## config.mk

```make
export PLATFORM = sky130hd
export DESIGN_NAME = pipe_hazard_ctrl
export DESIGN_NICKNAME = d
export VERILOG_FILES = /design/src/rtl/cpu_pkg.sv /design/src/rtl/hazard_cmp.sv /design/src/rtl/pipe_hazard_ctrl.sv
export SDC_FILE = /design/constraint.sdc
export NUM_CORES = 1
export LEC_CHECK = 0
export ABC_AREA = 1
export BUFFER_PORTS_ARGS = -buffer_cell sky130_fd_sc_hd__buf_2
export CORE_UTILIZATION = 54
export DETAILED_ROUTE_END_ITERATION = 8
export GPL_TIMING_DRIVEN = 0
export PLACE_DENSITY = 0.79
export REMOVE_ABC_BUFFERS = 1
export SETUP_SLACK_MARGIN = 0.5
export SLEW_MARGIN = 30
export SYNTH_ARGS = -nofsm -noshare
export SYNTH_HDL_FRONTEND = slang
export SYNTH_HIERARCHICAL = 1
export SYNTH_SLANG_ARGS = --single-unit
```

## constraint.sdc

```tcl
create_clock -name clk -period 2.2 [get_ports clk]
set_clock_uncertainty 0.05 [all_clocks]
set_input_delay 0.33 -clock clk [delete_from_list [all_inputs] [get_ports clk]]
set_output_delay 0.33 -clock clk [all_outputs]
set_load 0.005 [all_outputs]
```

## src/rtl/cpu_pkg.sv

```systemverilog
// Shared pipeline-control types: forward-select encodings, stage shadow record,
// and the helper that turns per-stage hazard hits into an operand select.
package cpu_pkg;

   localparam logic [1:0] FWD_RF    = 2'b00;
   localparam logic [1:0] FWD_MEMWB = 2'b01;
   localparam logic [1:0] FWD_EXMEM = 2'b10;

   // Shadow dest field is sized for the widest register file we build; narrower
   // register addresses are zero-extended into it.
   localparam int SHADOW_DEST_W = 8;

   typedef struct packed {
      logic                     v;
      logic [SHADOW_DEST_W-1:0] dest;
      logic                     wr;
      logic                     ld;
   } stage_shadow_t;

   localparam stage_shadow_t SHADOW_NONE = '0;

   typedef enum logic [1:0] {
      STG_EX  = 2'd0,
      STG_MEM = 2'd1,
      STG_WB  = 2'd2
   } stage_e;

   // A producer seen in EX (now) is in EX_MEM when the consumer reaches EX,
   // one seen in MEM is in MEM_WB; the younger producer wins.
   function automatic logic [1:0] fwd_select(input logic hit_ex, input logic hit_mem);
      if (hit_ex)
         return FWD_EXMEM;
      else if (hit_mem)
         return FWD_MEMWB;
      else
         return FWD_RF;
   endfunction

endpackage

```

## src/rtl/hazard_cmp.sv

```systemverilog
// Combinational RAW check of one ID source register against one stage shadow.
module hazard_cmp
   import cpu_pkg::*;
#(
   parameter int REG_ADDR_W = 5
) (
   input  logic [REG_ADDR_W-1:0]    src,
   input  logic                     use_src,
   input  logic                     v,
   input  logic                     wr,
   input  logic [SHADOW_DEST_W-1:0] dest,
   output logic                     hit
);

   logic [SHADOW_DEST_W-1:0] src_ext;

   assign src_ext = SHADOW_DEST_W'(src);

   // r0 is hardwired zero, so it can never carry a dependency.
   assign hit = use_src & v & wr & (dest == src_ext) & (src != '0);

endmodule

```

## src/rtl/pipe_hazard_ctrl.sv

```systemverilog
// 5-stage pipeline control: stage enables, RAW/load-use stalls, redirect flushes
// and registered EX forwarding selects derived from EX/MEM/WB destination shadows.
module pipe_hazard_ctrl
   import cpu_pkg::*;
#(
   parameter int REG_ADDR_W = 5,
   parameter bit FWD_EN     = 1'b1,
   parameter int CNT_W      = 16
) (
   input  logic                  clk,
   input  logic                  arst_n,
   input  logic                  enable,
   input  logic                  mem_busy,
   input  logic                  id_valid,
   input  logic [REG_ADDR_W-1:0] id_rs,
   input  logic [REG_ADDR_W-1:0] id_rt,
   input  logic                  id_use_rs,
   input  logic                  id_use_rt,
   input  logic [REG_ADDR_W-1:0] id_dest,
   input  logic                  id_reg_write,
   input  logic                  id_mem_read,
   input  logic                  redirect,
   output logic                  en_if,
   output logic                  en_id,
   output logic                  en_ex,
   output logic                  en_mem,
   output logic                  en_wb,
   output logic                  bubble_ex,
   output logic                  flush_id,
   output logic                  flush_ex,
   output logic                  flush_mem,
   output logic [1:0]            fwd_a,
   output logic [1:0]            fwd_b,
   output logic [CNT_W-1:0]      stall_cnt
);

   stage_shadow_t sh_reg  [3];
   stage_shadow_t sh_next [3];

   logic [1:0]       fwd_a_reg, fwd_a_next;
   logic [1:0]       fwd_b_reg, fwd_b_next;
   logic [CNT_W-1:0] cnt_reg, cnt_next;

   logic [REG_ADDR_W-1:0] id_src [2];
   logic                  id_use [2];

   // hit[src*3 + stage]: src 0 = rs, 1 = rt; stage indexed by stage_e
   logic [5:0] hit;
   logic       hit_ex, hit_mem, hit_wb;
   logic       run, stall_raw, stall_act, redirect_act;

   assign id_src[0] = id_rs;
   assign id_src[1] = id_rt;
   assign id_use[0] = id_use_rs;
   assign id_use[1] = id_use_rt;

   genvar gi, gs;
   generate
      for (gi = 0; gi < 2; gi++) begin : g_src
         for (gs = 0; gs < 3; gs++) begin : g_stage
            hazard_cmp #(
               .REG_ADDR_W (REG_ADDR_W)
            ) u_cmp (
               .src     (id_src[gi]),
               .use_src (id_use[gi]),
               .v       (sh_reg[gs].v),
               .wr      (sh_reg[gs].wr),
               .dest    (sh_reg[gs].dest),
               .hit     (hit[gi*3+gs])
            );
         end
      end
   endgenerate

   assign hit_ex  = hit[0] | hit[3];
   assign hit_mem = hit[1] | hit[4];
   assign hit_wb  = hit[2] | hit[5];

   always_comb begin
      run = arst_n & enable & ~mem_busy;

      if (FWD_EN)
         stall_raw = id_valid & hit_ex & sh_reg[STG_EX].ld;
      else
         stall_raw = id_valid & (hit_ex | hit_mem | hit_wb);

      // A redirect kills the stalled instruction anyway, so it takes precedence.
      redirect_act = run & redirect;
      stall_act    = run & stall_raw & ~redirect;

      en_if     = run & ~stall_act;
      en_id     = run & ~stall_act;
      en_ex     = run;
      en_mem    = run;
      en_wb     = run;
      bubble_ex = stall_act;
      flush_id  = redirect_act;
      flush_ex  = redirect_act;
      flush_mem = redirect_act;

      sh_next[STG_EX]  = sh_reg[STG_EX];
      sh_next[STG_MEM] = sh_reg[STG_MEM];
      sh_next[STG_WB]  = sh_reg[STG_WB];
      fwd_a_next       = fwd_a_reg;
      fwd_b_next       = fwd_b_reg;
      cnt_next         = cnt_reg;

      if (run) begin
         // The redirecting branch sits in MEM and retires; everything younger dies.
         sh_next[STG_WB]  = sh_reg[STG_MEM];
         sh_next[STG_MEM] = redirect ? SHADOW_NONE : sh_reg[STG_EX];
         if (redirect || stall_raw) begin
            sh_next[STG_EX] = SHADOW_NONE;
            fwd_a_next      = FWD_RF;
            fwd_b_next      = FWD_RF;
         end else begin
            sh_next[STG_EX].v    = id_valid;
            sh_next[STG_EX].dest = SHADOW_DEST_W'(id_dest);
            sh_next[STG_EX].wr   = id_reg_write;
            sh_next[STG_EX].ld   = id_mem_read;
            fwd_a_next = FWD_EN ? fwd_select(hit[0], hit[1]) : FWD_RF;
            fwd_b_next = FWD_EN ? fwd_select(hit[3], hit[4]) : FWD_RF;
         end
         if (stall_act && (cnt_reg != '1))
            cnt_next = cnt_reg + 1'b1;
      end
   end

   always_ff @(posedge clk) begin
      if (!arst_n) begin
         for (int i = 0; i < 3; i++)
            sh_reg[i] <= SHADOW_NONE;
         fwd_a_reg <= FWD_RF;
         fwd_b_reg <= FWD_RF;
         cnt_reg   <= '0;
      end else begin
         for (int i = 0; i < 3; i++)
            sh_reg[i] <= sh_next[i];
         fwd_a_reg <= fwd_a_next;
         fwd_b_reg <= fwd_b_next;
         cnt_reg   <= cnt_next;
      end
   end

   assign fwd_a     = fwd_a_reg;
   assign fwd_b     = fwd_b_reg;
   assign stall_cnt = cnt_reg;

endmodule

```

==> metrics <==
outcome=finished with violations; violated checks=negative setup slack; Layout Cells excl Fill=509; P&R area growth vs syn=31.2%; overall routing resource usage=27.7%; area of the multi-input gates=1340 µm²; CP max FO=5; crit-path max cell delay=between 400 and 500 ps; final hold violation count=0; Antenna Cells=0; register area share after synthesis=36.7%; Post-CTS Hold Buffers=0; RePlAce Congestion=between 0.8 and 0.9; R2R Setup Slk=-10 ps; # clock sinks=35; Final min period=2240 ps; Worst Setup End Kind=output pin; max-slew violation count=0; RSZ-0062 raised after global routing=true; max cap viols=0; synthesized instance count=379; Post-synth EDFFs=15; Vias=approximately 2600; starting density of the core=57.2%; Max Buffers Root-to-Sink=2; CTS clk-pin slew, worst paths=70 ps; P_int=0.988 mW; num rows=23; clk root buf=clkbuf_8; Port Buffer Count=53; post-layout util=75.1%; number of global-route vias before repair=2066; async set-or-reset flop fraction in the synthesized netlist=0%; Core Area=about 4100 µm²; drt first pass iters=5; worst skew pair latency=300 ps; TritonCTS Buffers=5; leading area contributor after synthesis=edfxtp_1; worst vdd ir=0.409 mV; Setup crit start kind=flip-flop; Pwr Total=1.38 mW; register area=about 850 µm²; max reg flops=16; switching share of power=28.3%; Antenna Nets Post-Route=0; gr ovfl total=0; P_leak=1.57 nW; synthesized area=2320 µm²; combinational share of power=between 10% and 20%; Final Setup Violations=3; Fmax=about 450 MHz; critical path's slowest cell=edfxtp_1; share of layout cells above drive strength 1=26.8%; fin nets=484; dpl cell area=2630 µm²; Wirelength per Cell=12.3 µm; Rel. slew slack=around 56%; CP bufs+invs=2; P_sw=0.389 mW; Synth Flop Type=dfxtp_1; Fillers=321; synth cell count leaders=119 x nand2_1, 73 x nor2_1, 67 x inv_1, 27 x nand3_1, 20 x dfxtp_1; period utilisation layout=102%; CP Cell Sequence=nand2_1, nand2_1, nor2_1, nand3_1, nor2_2, nor2_2, nor2_2, nand3_2, inv_2, nor2_2, buf_2; DRC=0; I/O Pins=54; Final WS setup=-43.5 ps; CP most frequent cell=nor2_2; initial antenna violation count=0; crit path DAT=1860 ps; critical path class=reg2out; worst path required time=1820 ps; flops & latches, synth=35; htree depth=2; clock power share=34.4%; DP Wirelength=between 3000 and 4000 µm; Slew @ Worst Pin=656 ps; sequential share of power=52.6%; number of DRC markers in iteration 0=240; chip width=around 68 µm; Place WS=-60.3 ps; first-pass GRT wire length=9360 µm; synth warn=6; post-layout instance area=3050 µm²; PwrDens=452 nW/µm²; Vias per Instance=5.06; most frequent cell after synthesis=nand2_1; post-synth cell types=24; Die Ht=~68 µm; min-delay worst type=in2reg; share of the synthesized area in the top cell type=19.4%; WL final=6250 µm; CTS tree=built; total die area=4560 µm²; placed instance count=485; Avg Cell Area, Syn=about 6.1 µm²; kind of cell adding the most delay to the critical path=simple AND/OR/NAND/NOR gates; pin count of the biggest net entering global routing=16; Synth area leaders=edfxtp_1 19%, nand2_1 19%, dfxtp_1 17%
## cell type report
cell class | count | share of cell area, %
clock buffer | 6 | 2.38
clock inverter | 2 | 0.411
timing repair buffer | 68 | 13.8
inverter | 75 | 9.49
sequential | 35 | 27.9
tap | 50 | 2.05
multi-input combinational | 273 | 43.9
## logic make-up (layout without fill, tap and decap cells)
kind of cell | after synthesis | in the layout | share of synthesized area [%]
buffers and inverters | 83 | 151 | 14.7
AO/OA/AOI/OAI | 21 | 21 | 4.53
AND/OR/NAND/NOR | 233 | 234 | 41.5
XOR/XNOR | 5 | 5 | 1.89
other | 1 | 12 | 0.162
flip-flops | 35 | 35 | 36.7
adder cells (fa/ha/maj) | 1 | 1 | 0.539
## path summary, 6_finish.rpt
| path | startpoint | endpoint | cells past startpoint |
|---|---|---|---|
| setup / recovery | sh_reg[0][3] | en_id | 11 |
| hold / removal | id_dest[3] | sh_reg[0][5] | 3 |
| setup reg to reg | sh_reg[0][3] | stall_cnt[0] | 15 |
| hold reg to reg | fwd_b[0] | fwd_b[0] | 2 |
## per-stage QoR
step / hold slack [ps] / TNS (ps)
6_report: 279 / -93.3
5_1_grt: 287 / -2010
4_1_cts: 277 / 0
3_5_place_dp: 412 / -95.3
3_3_place_gp: 411 / -45.3
2_1_floorplan: 400 / 0
## power groups by stage
stage	logic (mW)	registers, mW	clock network [mW]
2_1_floorplan	0.101	0.728	0
3_3_place_gp	0.154	0.735	0
3_5_place_dp	0.158	0.737	0
4_1_cts	0.165	0.722	0.475
5_1_grt	0.204	0.726	0.508
6_report	0.180	0.724	0.474
## worst register-to-register path: cells and delay by family, from the launching register on
family | cells | cell delay, ps
AOI/OAI and AO/OA | 1 | 170
buffers and inverters | 4 | 440
and+or+nand+nor | 10 | 990
DFF | 1 | 460
## timing repair
action | in CTS | in global routing
gates resized for setup | 29 | 26
buffers inserted | 11 | 4
pin swaps | 7 | 15
cloned | 1 | 0
endpoints found under the setup margin | 45 | 49
## routing by layer
| layer | global-route usage (%) | share of wire, % | up-vias |
|---|---|---|---|
| met1 | 38.3 | 41 | 1114 |
| met2 | 41.6 | 46 | 148 |
| met4 | 12.5 | 4.4 | 0 |
| li1 | - | - | 1283 |
| met3 | 5.07 | 8.7 | 32 |
| met5 | 0 | 0 | - |
## layout by cell type (no fill, tap or decap), types with 4 or more instances in the layout
cell,count
a21oi_1,14
buf_2,52
buf_4,10
buf_6,4
clkbuf_8,5
conb_1,12
dfxtp_1,20
edfxtp_1,15
inv_1,66
inv_2,5
nand2_1,110
nand2_2,8
nand3_1,21
nand3_2,6
nand4_1,4
nor2_1,60
nor2_2,12
nor2_4,8
o21ai_1,4
xor2_1,4
Note: power is estimated with default switching activity, not from simulation.
